$ cat config.mk
export PLATFORM = sky130hd
export DESIGN_NAME = sec32_check_encoder
export DESIGN_NICKNAME = d
export VERILOG_FILES = /design/src/rtl/sec32_check_encoder.sv
export SDC_FILE = /design/constraint.sdc
export NUM_CORES = 1
export LEC_CHECK = 0
export ABC_AREA = 1
export ABC_CLOCK_PERIOD_IN_PS = 3850
export BUFFER_PORTS_ARGS = -buffer_cell sky130_fd_sc_hd__buf_2
export CORE_ASPECT_RATIO = 1.5
export CORE_MARGIN = 2
export CORE_UTILIZATION = 40
export CTS_CLUSTER_DIAMETER = 100
export DETAILED_ROUTE_END_ITERATION = 6
export GPL_TIMING_DRIVEN = 1
export MAX_ROUTING_LAYER = met4
export PLACE_DENSITY_LB_ADDON = 0.3
export SETUP_SLACK_MARGIN = 0.02
export SLEW_MARGIN = 20
export SYNTH_ARGS = -nofsm -noshare
export SYNTH_HDL_FRONTEND = slang
export SYNTH_SLANG_ARGS = --single-unit
$ cat constraint.sdc
create_clock -name clk -period 3.85 [get_ports clk]
set_clock_uncertainty 0.15 [all_clocks]
set_input_delay 0.77 -clock clk [delete_from_list [all_inputs] [get_ports clk]]
set_output_delay 0.77 -clock clk [all_outputs]
set_load 0.02 [all_outputs]
$ cat src/rtl/sec32_check_encoder.sv
// sec32_check_encoder: two-stage check-bit generator for the 32-bit SEC
// datapath, with a valid/ready handshake on both sides, a one-shot single-bit
// error injector for corrector self-test, and a count of emitted words.
module sec32_check_encoder #(
  parameter int CNT_W = 16
) (
  input  logic             clk,
  input  logic             rst,
  input  logic             in_valid,
  output logic             in_ready,
  input  logic [31:0]      in_data,
  output logic             out_valid,
  input  logic             out_ready,
  output logic [31:0]      out_data,
  output logic [7:0]       out_check,
  input  logic             inj_req,
  input  logic [5:0]       inj_bit,
  output logic             inj_armed,
  output logic [CNT_W-1:0] word_cnt
);

  // Combine nibble-group parities (g) with column parities (lh: L0..L3, H0..H3)
  // into the eight check bits the corrector expects.
  function automatic logic [7:0] check_bits(input logic [7:0] g, input logic [7:0] lh);
    logic [7:0] c;
    c[0] = g[4] ^ g[5] ^ lh[0];
    c[1] = g[6] ^ g[7] ^ lh[1];
    c[2] = g[4] ^ g[6] ^ lh[2];
    c[3] = g[5] ^ g[7] ^ lh[3];
    c[4] = g[0] ^ g[1] ^ lh[4];
    c[5] = g[2] ^ g[3] ^ lh[5];
    c[6] = g[0] ^ g[2] ^ lh[6];
    c[7] = g[1] ^ g[3] ^ lh[7];
    return c;
  endfunction

  // One-hot flip over {check, data}; idx is always 0..39 when en is set.
  function automatic logic [39:0] flip_mask(input logic en, input logic [5:0] idx);
    logic [39:0] m;
    m = '0;
    if (en) m = 40'd1 << idx;
    return m;
  endfunction

  logic             vld_p1;
  logic [31:0]      data_p1;
  logic [7:0]       grp_p1;
  logic [7:0]       col_p1;
  logic             tag_p1;
  logic [5:0]       tag_bit_p1;

  logic             vld_p2;
  logic [31:0]      data_p2;
  logic [7:0]       check_p2;

  logic             armed;
  logic [5:0]       armed_bit;
  logic [CNT_W-1:0] cnt;

  logic [7:0]       grp;
  logic [7:0]       col;
  logic             s2_free;
  logic             accept;
  logic             s2_load;
  logic             xfer;
  logic             req_ok;
  logic             eff_armed;
  logic [5:0]       eff_bit;

  // Handshake: stage 2 frees when empty or draining; stage 1 can take a word
  // when empty or when its word moves on this cycle. Reset blocks both sides.
  assign s2_free   = !vld_p2 || out_ready;
  assign in_ready  = !rst && (!vld_p1 || s2_free);
  assign accept    = in_valid && in_ready;
  assign s2_load   = vld_p1 && s2_free;
  assign out_valid = vld_p2 && !rst;
  assign xfer      = vld_p2 && out_ready && !rst;

  // A valid request takes effect in its own cycle, so a word accepted
  // alongside the request already carries the injection.
  assign req_ok    = inj_req && (inj_bit <= 6'd39);
  assign eff_armed = armed || req_ok;
  assign eff_bit   = req_ok ? inj_bit : armed_bit;

  assign out_data  = data_p2;
  assign out_check = check_p2;
  assign inj_armed = armed;
  assign word_cnt  = cnt;

  // Nibble-group and column parities of the incoming word.
  always_comb begin
    grp = '0;
    col = '0;
    for (int g = 0; g < 8; g++) grp[g] = ^in_data[4*g +: 4];
    for (int j = 0; j < 4; j++) begin
      col[j]   = in_data[j]    ^ in_data[j+4]  ^ in_data[j+8]  ^ in_data[j+12];
      col[4+j] = in_data[16+j] ^ in_data[20+j] ^ in_data[24+j] ^ in_data[28+j];
    end
  end

  // Pipeline occupancy, injector arming and the transfer counter.
  always_ff @(posedge clk) begin
    if (rst) begin
      vld_p1 <= 1'b0;
      vld_p2 <= 1'b0;
      armed  <= 1'b0;
      cnt    <= '0;
    end else begin
      if (accept)       vld_p1 <= 1'b1;
      else if (s2_load) vld_p1 <= 1'b0;
      if (s2_load)        vld_p2 <= 1'b1;
      else if (out_ready) vld_p2 <= 1'b0;
      armed <= accept ? 1'b0 : eff_armed;
      if (xfer) cnt <= cnt + 1'b1;
    end
  end

  // Latest requested bit index; only meaningful while armed.
  always_ff @(posedge clk) begin
    if (req_ok) armed_bit <= inj_bit;
  end

  // ---- stage 1: capture word, parities and injection tag ----
  // Capture on accept.
  always_ff @(posedge clk) begin
    if (accept) begin
      data_p1    <= in_data;
      grp_p1     <= grp;
      col_p1     <= col;
      tag_p1     <= eff_armed;
      tag_bit_p1 <= eff_bit;
    end
  end

  // ---- stage 2: check bits, injection, output register ----
  // Output register; holds while stalled.
  always_ff @(posedge clk) begin
    if (rst) begin
      data_p2  <= '0;
      check_p2 <= '0;
    end else if (s2_load) begin
      {check_p2, data_p2} <= {check_bits(grp_p1, col_p1), data_p1} ^ flip_mask(tag_p1, tag_bit_p1);
    end
  end

endmodule
[Word level (Yosys, flattened, before mapping)]
Cells that the tools add are included.
Operators by class
  $add $sub $neg: 1
  multipliers: 0
  divide/modulo/power cells: 0
  magnitude comparators: 1
  equality and inequality tests: 0
  shifts and indexed selects: 1
  muxes and demuxes: 8
  bitwise logic cells: 41
  reductions and logical operators: 24
Operator list (number)
  two-way mux 40 bit: 3
  << shifter 1 x 6 -> 40 bit (first input constant): 1
  bitwise XOR 1 bit: 40
  bitwise XOR 40 bit: 1
  parity 4 bit: 8
  adder 16 x 1 -> 16 bit (second input constant): 1
  logical AND 1 bit: 7
  less-or-equal comparator 6 bit (second input constant): 1
  two-way mux 6 bit: 1
  two-way mux 1 bit: 4
  nonzero test 2 bit: 2
  zero test 1 bit: 3
  logical OR 1 bit: 3
  OR reduction 2 bit: 1
Word-level totals
  bits in registers: 120
  latch bits: 0
  RAM bits: 0
  ROM bits: 0
  output and inout bits: 59
  memories kept: 0

[Logic depth before layout (Yosys ltp)]
Gate-level depths: netlist of the first run.
  depth after elaboration: 6
  depth in mapped cells: 10
  mapped depth without buffers: 9

[Least setup slack after synthesis of the first run]
OpenSTA, ideal clock, no wires.
  path type: in2reg
  start: input out_ready
  end: register col_p1[0] (enable)
  data arrival time: 3401 ps
  required time: 3230 ps
  setup slack: -171 ps
  stages on the path: 5
  buffers on the path: 0
  cells stage by stage: or2_1 > nor2_1 > inv_1 > nand2_1 > nor2_1
On the way
  longest elaborated chain between the ends: 4
RTL lines
  from (decl): line 13  | input logic out_ready,
  logical OR 1 bit: line 72  | assign s2_free = !vld_p2 || out_ready;
  logical OR 1 bit: line 73  | assign in_ready = !rst && (!vld_p1 || s2_free);
  logical AND 1 bit: line 73
  logical AND 1 bit: line 74  | assign accept = in_valid && in_ready;
  named net accept: line 63  | logic accept;
  to (signal assigned): line 129  | col_p1 <= col;
  to (decl): line 48  | logic [7:0] col_p1;
The timed path passes the listed nets, and every way through them passes these cells.
A chain may end at the register's enable or synchronous reset.

[Worst setup path after layout of the first run]
  start: input out_ready
  end: output in_ready
On the way
  longest elaborated chain between the ends: 3
RTL lines
  logical OR 1 bit: line 72
  logical OR 1 bit: line 73
  logical AND 1 bit: line 73
  to (decl): line 10  | output logic in_ready,
No other way between the ends.

==> flow_summary.yaml, run 1 <==
placement:
  detailed_place.area_mm2: 0.00655
  gp_routability_congestion: 0.830
  post-dp-hpwl_mm: 11.0
  pre_cts_ws_ns: 1.25
  port-buffer-count: 101
  numPlacedInstances: 1008
critical_path:
  path_buf_inv: 4
  worst-endpoint-arrival_ns: 1.60
  critPathKind: "input port to output pin"
  critical_path_peak_fanout: 3
  worst_setup_path_start_kind: "input port"
  critical_path.cell_chain: "buf_2, or2_1, nor2_1, inv_1, nand2_1, inv_1, buf_2"
  timing.critical_path.to_type: "output pin"
  timing.critical_path.required_ns: 2.93
  timing.critical_path.slowest_stage_cell: "or2_1"
  crit_family: "simple AND/OR/NAND/NOR gates"
  crit_path_max_incr_delay_ns: 0.26
drt:
  wl_met3_um: 639
  detail-route-antenna-nets: 0
  drtIter0Drc: 267
  detail_route.wirelength.met1_mm: 6.26
  post_drt_wl_per_cell_um: 14.2
  drt-total-wl_mm: 14.7
  routed_via_density: 4.65
  top_layer: "met4"
  met2_length_mm: 7.36
  drc: 0
  drt_pre_antenna_iters: 4
  detailroute.via_count: 4839
floorplan:
  core_area_mm2: 0.0145
  floorplan.die.width_um: 103
  die_area_mm2: 0.0158
  floorplan.rows: 54
  die-height_um: 153
  top_level_ports: 102
  floorplan.initialDensity: 0.407
power_and_ir_drop:
  p_per_area_mw_per_mm2: 489
  switching_share: 0.251
  share_comb_of_total_power: 0.116
  power.net_switching_w: 0.000878
  clk_network_pwr_share: 0.462
  power_frac_seq: 0.422
  vdd_ir_drop_max_mv: 0.276
  p_leak_nw: 3.29
  internal-power_w: 0.00262
grt:
  grt_pass1_wl_mm: 23.0
  antenna_found_initial: 0
  grt_usage: 0.200
  maximum_number_of_pins_on_one_net_before_global_route_repair: 57
  grt_remaining_overflow: 0
  number_of_global_route_vias_before_repair: 4497
min_path:
  timing.hold.worst.class: "flop to flop"
outcome:
  run_status: "completed"
timing:
  max_clock_freq_mhz: 396
  final_critical_path_setup_slack_ns: 1.33
  slew_headroom: 0.397
  maxSlewViolCount: 0
  fin_crit_sh: 0.656
  timing.setup.tns_ns: 0
  worstMarginPinSlew_ns: 0.905
  hold_viol_final: 0
  fin_crit_ns: 2.52
  rsz_0062_raised_after_global_routing: "false"
  setup-violations-final: 0
synthesis:
  synth_fp_nets: 773
  seq_area_frac_synth: 0.500
  synthArstFlopShare: 0
  synthCells: 729
  synth_seq_cells: 120
  yosysWarningCount: 0
  synth_enable_flop_cells: 55
  synth.distinct_cells: 29
  postSynthAreaPerCell_um2: 8.10
  netlist_area_pre_place_mm2: 0.00591
  synth_ff_type: "dfxtp_1"
clocking:
  clkLatencyLatePin_ns: 0.41
  cts-htree-levels: 4
  post_cts_buffers: 0
  postCtsHoldBufs: 0
  cts.reportedPaths.clkPinSlew_ns: 0.05
  cts.root.buffer_cell: "clkbuf_16"
  tritoncts_num_sinks: 120
  cts-root-to-sink-buffers: 2
  cts_tree: "built"
  ctsResizeCount: 0
  numCtsBuffers: 17
cells_and_area:
  fill_cells: 1437
  antenna_fix_cells: 0
  post_layout_nonfiller_instances: 1040
  num-nets-final: 875
  synthToLayoutAreaGrowth_pct: 21.2
  ratio_of_cells_with_drive_above_1_in_the_final_layout: 0.179
  post-route-cell-area_mm2: 0.00716
  layout.core_utilization: 0.493
job:
  drv.max_cap_violation_count: 0
[cell usage after synthesis (2+ instances only)]
master | n | area share
nor3_4 | 2 | 0.0055
edfxtp_1 | 55 | 0.28
a21oi_1 | 12 | 0.010
buf_4 | 2 | 0.0025
dfxtp_1 | 65 | 0.22
nor2_4 | 2 | 0.0038
o21ai_1 | 25 | 0.021
buf_2 | 6 | 0.0051
nor2_1 | 126 | 0.080
nor2_2 | 2 | 0.0021
inv_2 | 5 | 0.0032
nor3_1 | 23 | 0.019
xnor2_1 | 37 | 0.055
nand3_1 | 46 | 0.039
inv_1 | 96 | 0.061
nand2_1 | 123 | 0.078
xor2_1 | 19 | 0.028
nand4_1 | 20 | 0.021
clkbuf_1 | 9 | 0.0057
o21ai_0 | 39 | 0.033
buf_6 | 7 | 0.013
[cells in the final DEF, fill, tap and decap left out, types with 2 or more instances in the layout]
| cell | n |
|---|---|
| bufinv_16 | 3 |
| xnor2_1 | 37 |
| inv_1 | 96 |
| nand4_1 | 20 |
| dfxtp_1 | 65 |
| buf_2 | 101 |
| nand2_1 | 123 |
| clkinv_2 | 2 |
| nor3_4 | 2 |
| nor2_4 | 3 |
| clkbuf_8 | 2 |
| inv_6 | 2 |
| o21ai_1 | 25 |
| nor2_2 | 2 |
| nand3_1 | 46 |
| clkbuf_16 | 17 |
| o21ai_0 | 39 |
| clkinv_1 | 3 |
| nor3_1 | 23 |
| buf_4 | 6 |
| nor2_1 | 125 |
| inv_2 | 5 |
| a21oi_1 | 12 |
| xor2_1 | 19 |
| edfxtp_1 | 55 |
[worst register-to-register path, delay by kind of cell, from the launching register on]
kind | cells | cell delay, ns
AND/OR/NAND/NOR | 3 | 0.73
buffers and inverters | 3 | 0.52
AO/OA/AOI/OAI | 2 | 0.29
flip-flops | 1 | 0.40
[power by group through the flow]
stage          registers (W)  clock network (W)  logic, W
6_report             0.00148            0.00162  0.000405
3_5_place_dp         0.00151                  0  0.000405
2_1_floorplan        0.00152                  0  0.000251
3_3_place_gp         0.00150                  0  0.000400
5_1_grt              0.00149            0.00170  0.000455
4_1_cts              0.00148            0.00164  0.000409
[through the flow]
step | hold slack [ns] | total power (W)
final | 0.292 | 0.00350
after global routing | 0.311 | 0.00364
after CTS | 0.297 | 0.00353
after detailed placement | 0.283 | 0.00191
after global placement | 0.277 | 0.00190
after floorplan | 0.262 | 0.00178
[final cells by class]
cell class	count	area [um2]	area share
Clock buffer	20	457	0.0638
Clock inverter	12	148	0.0206
Inverter	102	383	0.0535
Multi-Input combinational cell	483	2420	0.338
Sequential cell	120	2950	0.413
Tap cell	196	245	0.0343
Timing Repair Buffer	107	551	0.0769
[path summary, 6_finish.rpt]
check / start / cells after the start / to / slack, ns
max: out_ready / 7 / in_ready / 1.33
min: armed_bit[0] / 2 / armed_bit[0] / 0.29
max reg2reg: tag_bit_p1[5] / 8 / out_data[11] / 1.66
min reg2reg: armed_bit[0] / 2 / armed_bit[0] / 0.29
[sequential cells by signal, indices dropped and copies added (netlist names)]
register,count
armed_bit,6
col_p1,8
data_p1,32
grp_p1,8
inj_armed,1
out_check,8
out_data,32
tag_bit_p1,6
tag_p1,1
vld_p1,1
vld_p2,1
word_cnt,16
[cell families after synthesis]
logic type | synth area share
and+or+nand+nor | 0.258
buffers and inverters | 0.0915
DFF | 0.500
AOI/OAI and AO/OA | 0.0657
xor gates and xnor gates | 0.0831
adders and majority gates | 0.00212
[metal layers]
layer  GRT usage  up-vias
li1            -     2548
met1       0.238     2123
met2       0.323      137
met3      0.0370       31
met4      0.0934        0
met5           -        -
Power figures use the tool's default switching activity.
==> inputs of run 2 (changes only) <==
--- a/config.mk
+++ b/config.mk
@@ -6,7 +6,7 @@
 export NUM_CORES = 1
 export LEC_CHECK = 0
 export ABC_AREA = 1
-export ABC_CLOCK_PERIOD_IN_PS = 3850
+export ABC_CLOCK_PERIOD_IN_PS = 2450
 export BUFFER_PORTS_ARGS = -buffer_cell sky130_fd_sc_hd__buf_2
 export CORE_ASPECT_RATIO = 1.5
 export CORE_MARGIN = 2
==> constraint.sdc (replaced) <==
create_clock -name clk -period 2.45 [get_ports clk]
set_clock_uncertainty 0.15 [all_clocks]
set_input_delay 0.49 -clock clk [delete_from_list [all_inputs] [get_ports clk]]
set_output_delay 0.49 -clock clk [all_outputs]
set_load 0.02 [all_outputs]
==> run 2 against run 1 <==
Via count fell by 0.12%. Utilization rose by 0.40 points. Non-clock buffer count rose by 4. Critical path depth did not move.
==> flow_summary.yaml, run 2 (synthesis results as in run 1) <==
power_and_ir_drop:
  p_leak_nw: 3.31
  p_per_area_mw_per_mm2: 757
  switching_share: 0.268
  vdd_ir_drop_max_mv: 0.439
  power_w: 0.00546
  share_comb_of_total_power: 0.119
  power_frac_seq: 0.425
  power.net_switching_w: 0.00146
  internal-power_w: 0.00400
  clk_network_pwr_share: 0.456
drt:
  drt-total-wl_mm: 14.9
  drc: 0
  detailroute.via_count: 4833
  drt_pre_antenna_iters: 5
  post_drt_wl_per_cell_um: 14.2
  drtIter0Drc: 211
  detail-route-antenna-nets: 0
  routed_via_density: 4.62
critical_path:
  top_cell_by_count_worst_path: "inv_1"
  worst_setup_path_start_kind: "flop"
  critical_path_peak_fanout: 3
  crit_path_max_incr_delay_ns: 0.36
  timing.critical_path.required_ns: 1.81
  critPathKind: "flop to output pin"
  path_buf_inv: 4
  timing.critical_path.slowest_stage_cell: "dfxtp_1"
  critical_path.cell_chain: "inv_1, or2_1, nor2_1, inv_1, nand2_1, inv_1, buf_2"
  timing.critical_path.to_type: "output pin"
  worst-endpoint-arrival_ns: 1.58
  crit_family: "simple AND/OR/NAND/NOR gates"
cells_and_area:
  synthToLayoutAreaGrowth_pct: 22.1
  mostFrequentLayoutCells: "nor2_1 (125), nand2_1 (123), buf_2 (101)"
  post_layout_nonfiller_instances: 1045
  layout_commonest_cell: "nor2_1"
  post-route-cell-area_mm2: 0.00721
  num-nets-final: 879
  ratio_of_cells_with_drive_above_1_in_the_final_layout: 0.186
clocking:
  cts.reportedPaths.clkPinSlew_ns: 0.06
  cts-root-to-sink-buffers: 2
  ctsResizeCount: 0
  tritoncts_num_sinks: 120
  cts.root.buffer_cell: "clkbuf_16"
  numCtsBuffers: 17
  cts-htree-levels: 4
  postCtsHoldBufs: 0
  post_cts_buffers: 0
  cts_tree: "built"
  clkLatencyLatePin_ns: 0.42
grt:
  maximum_number_of_pins_on_one_net_before_global_route_repair: 57
  grt_usage: 0.203
  grt_pass1_wl_mm: 23.3
  number_of_global_route_vias_before_repair: 4466
  grt_remaining_overflow: 0
  antenna_found_initial: 1
min_path:
  timing.hold.worst.class: "input port to flop"
timing:
  fin_crit_ns: 2.22
  maxSlewViolCount: 0
  worstMarginPinSlew_ns: 0.623
  timing.setup.tns_ns: 0
  max_clock_freq_mhz: 451
  slew_headroom: 0.584
  fin_crit_sh: 0.904
  setup-violations-final: 0
  rsz_0062_raised_after_global_routing: "false"
  hold_viol_final: 0
job:
  drv.max_cap_violation_count: 0
floorplan:
  die_area_mm2: 0.0158
  top_level_ports: 102
  core_area_mm2: 0.0145
  die-height_um: 153
  floorplan.rows: 54
  floorplan.initialDensity: 0.407
  floorplan.die.width_um: 103
placement:
  port-buffer-count: 101
  detailed_place.area_mm2: 0.00662
  numPlacedInstances: 1012
  post-dp-hpwl_mm: 11.3
  gp_routability_congestion: 0.922
outcome:
  run_status: "completed"
-- run 2: changes by cell type in the layout (fill, tap and decap cells not counted) --
cell	delta
clkinv_1	-2
buf_4	+1
buf_12	+3
clkinvlp_4	+2
clkinv_2	-1
clkbuf_1	-1
diode_2	+1
inv_6	+5
clkbuf_8	-2
inv_4	-1
clkinv_4	+1
bufinv_16	-1
-- run 2: final cells by class --
type                    count  area [um2]
repair buffers            111         618
clock inverters            15         166
inverters                 102         383
multi-input cells         483        2420
diodes                      1        2.50
well taps                 196         245
fillers                  1431        7310
clock buffers              17         425
flip-flops and latches    120        2950
-- run 2: final timing paths --
check	startpoint	endpoint	slack, ns	cells past startpoint
max reg2reg	tag_bit_p1[0]	out_check[3]	0.49	7
min reg2reg	armed_bit[2]	armed_bit[2]	0.29	2
max	vld_p2	in_ready	0.23	7
min	inj_bit[2]	armed_bit[2]	0.15	3
-- run 2: metrics by stage --
step,hold slack (ns),util,setup slack (ns)
2_1_floorplan,0.262,-,0.255
3_3_place_gp,0.276,0.456,0.450
3_5_place_dp,0.280,0.456,0.442
4_1_cts,0.142,0.496,0.200
5_1_grt,0.147,0.497,0.105
6_report,0.149,0.497,0.234
-- run 2: per-layer routing --
layer | share of wire | GRT usage
met5 | 0 | -
met4 | 0.020 | 0.0721
met3 | 0.047 | 0.0448
met2 | 0.52 | 0.339
met1 | 0.42 | 0.236
-- run 2: worst reg2reg max path: stages (launching register included) --
cell and delay (ns):
edfxtp_1 0.74, nand4_1 0.32, nor2_1 0.33, inv_1 0.07
nand2_1 0.07, nand3_1 0.08, nand2_1 0.07, inv_1 0.03
-- run 2: power groups by stage --
stage / registers, W / logic, W / clock network [W]
2_1_floorplan: 0.00239 / 0.000396 / 0
3_3_place_gp: 0.00236 / 0.000642 / 0
3_5_place_dp: 0.00236 / 0.000654 / 0
4_1_cts: 0.00232 / 0.000657 / 0.00254
5_1_grt: 0.00233 / 0.000727 / 0.00262
6_report: 0.00232 / 0.000650 / 0.00249
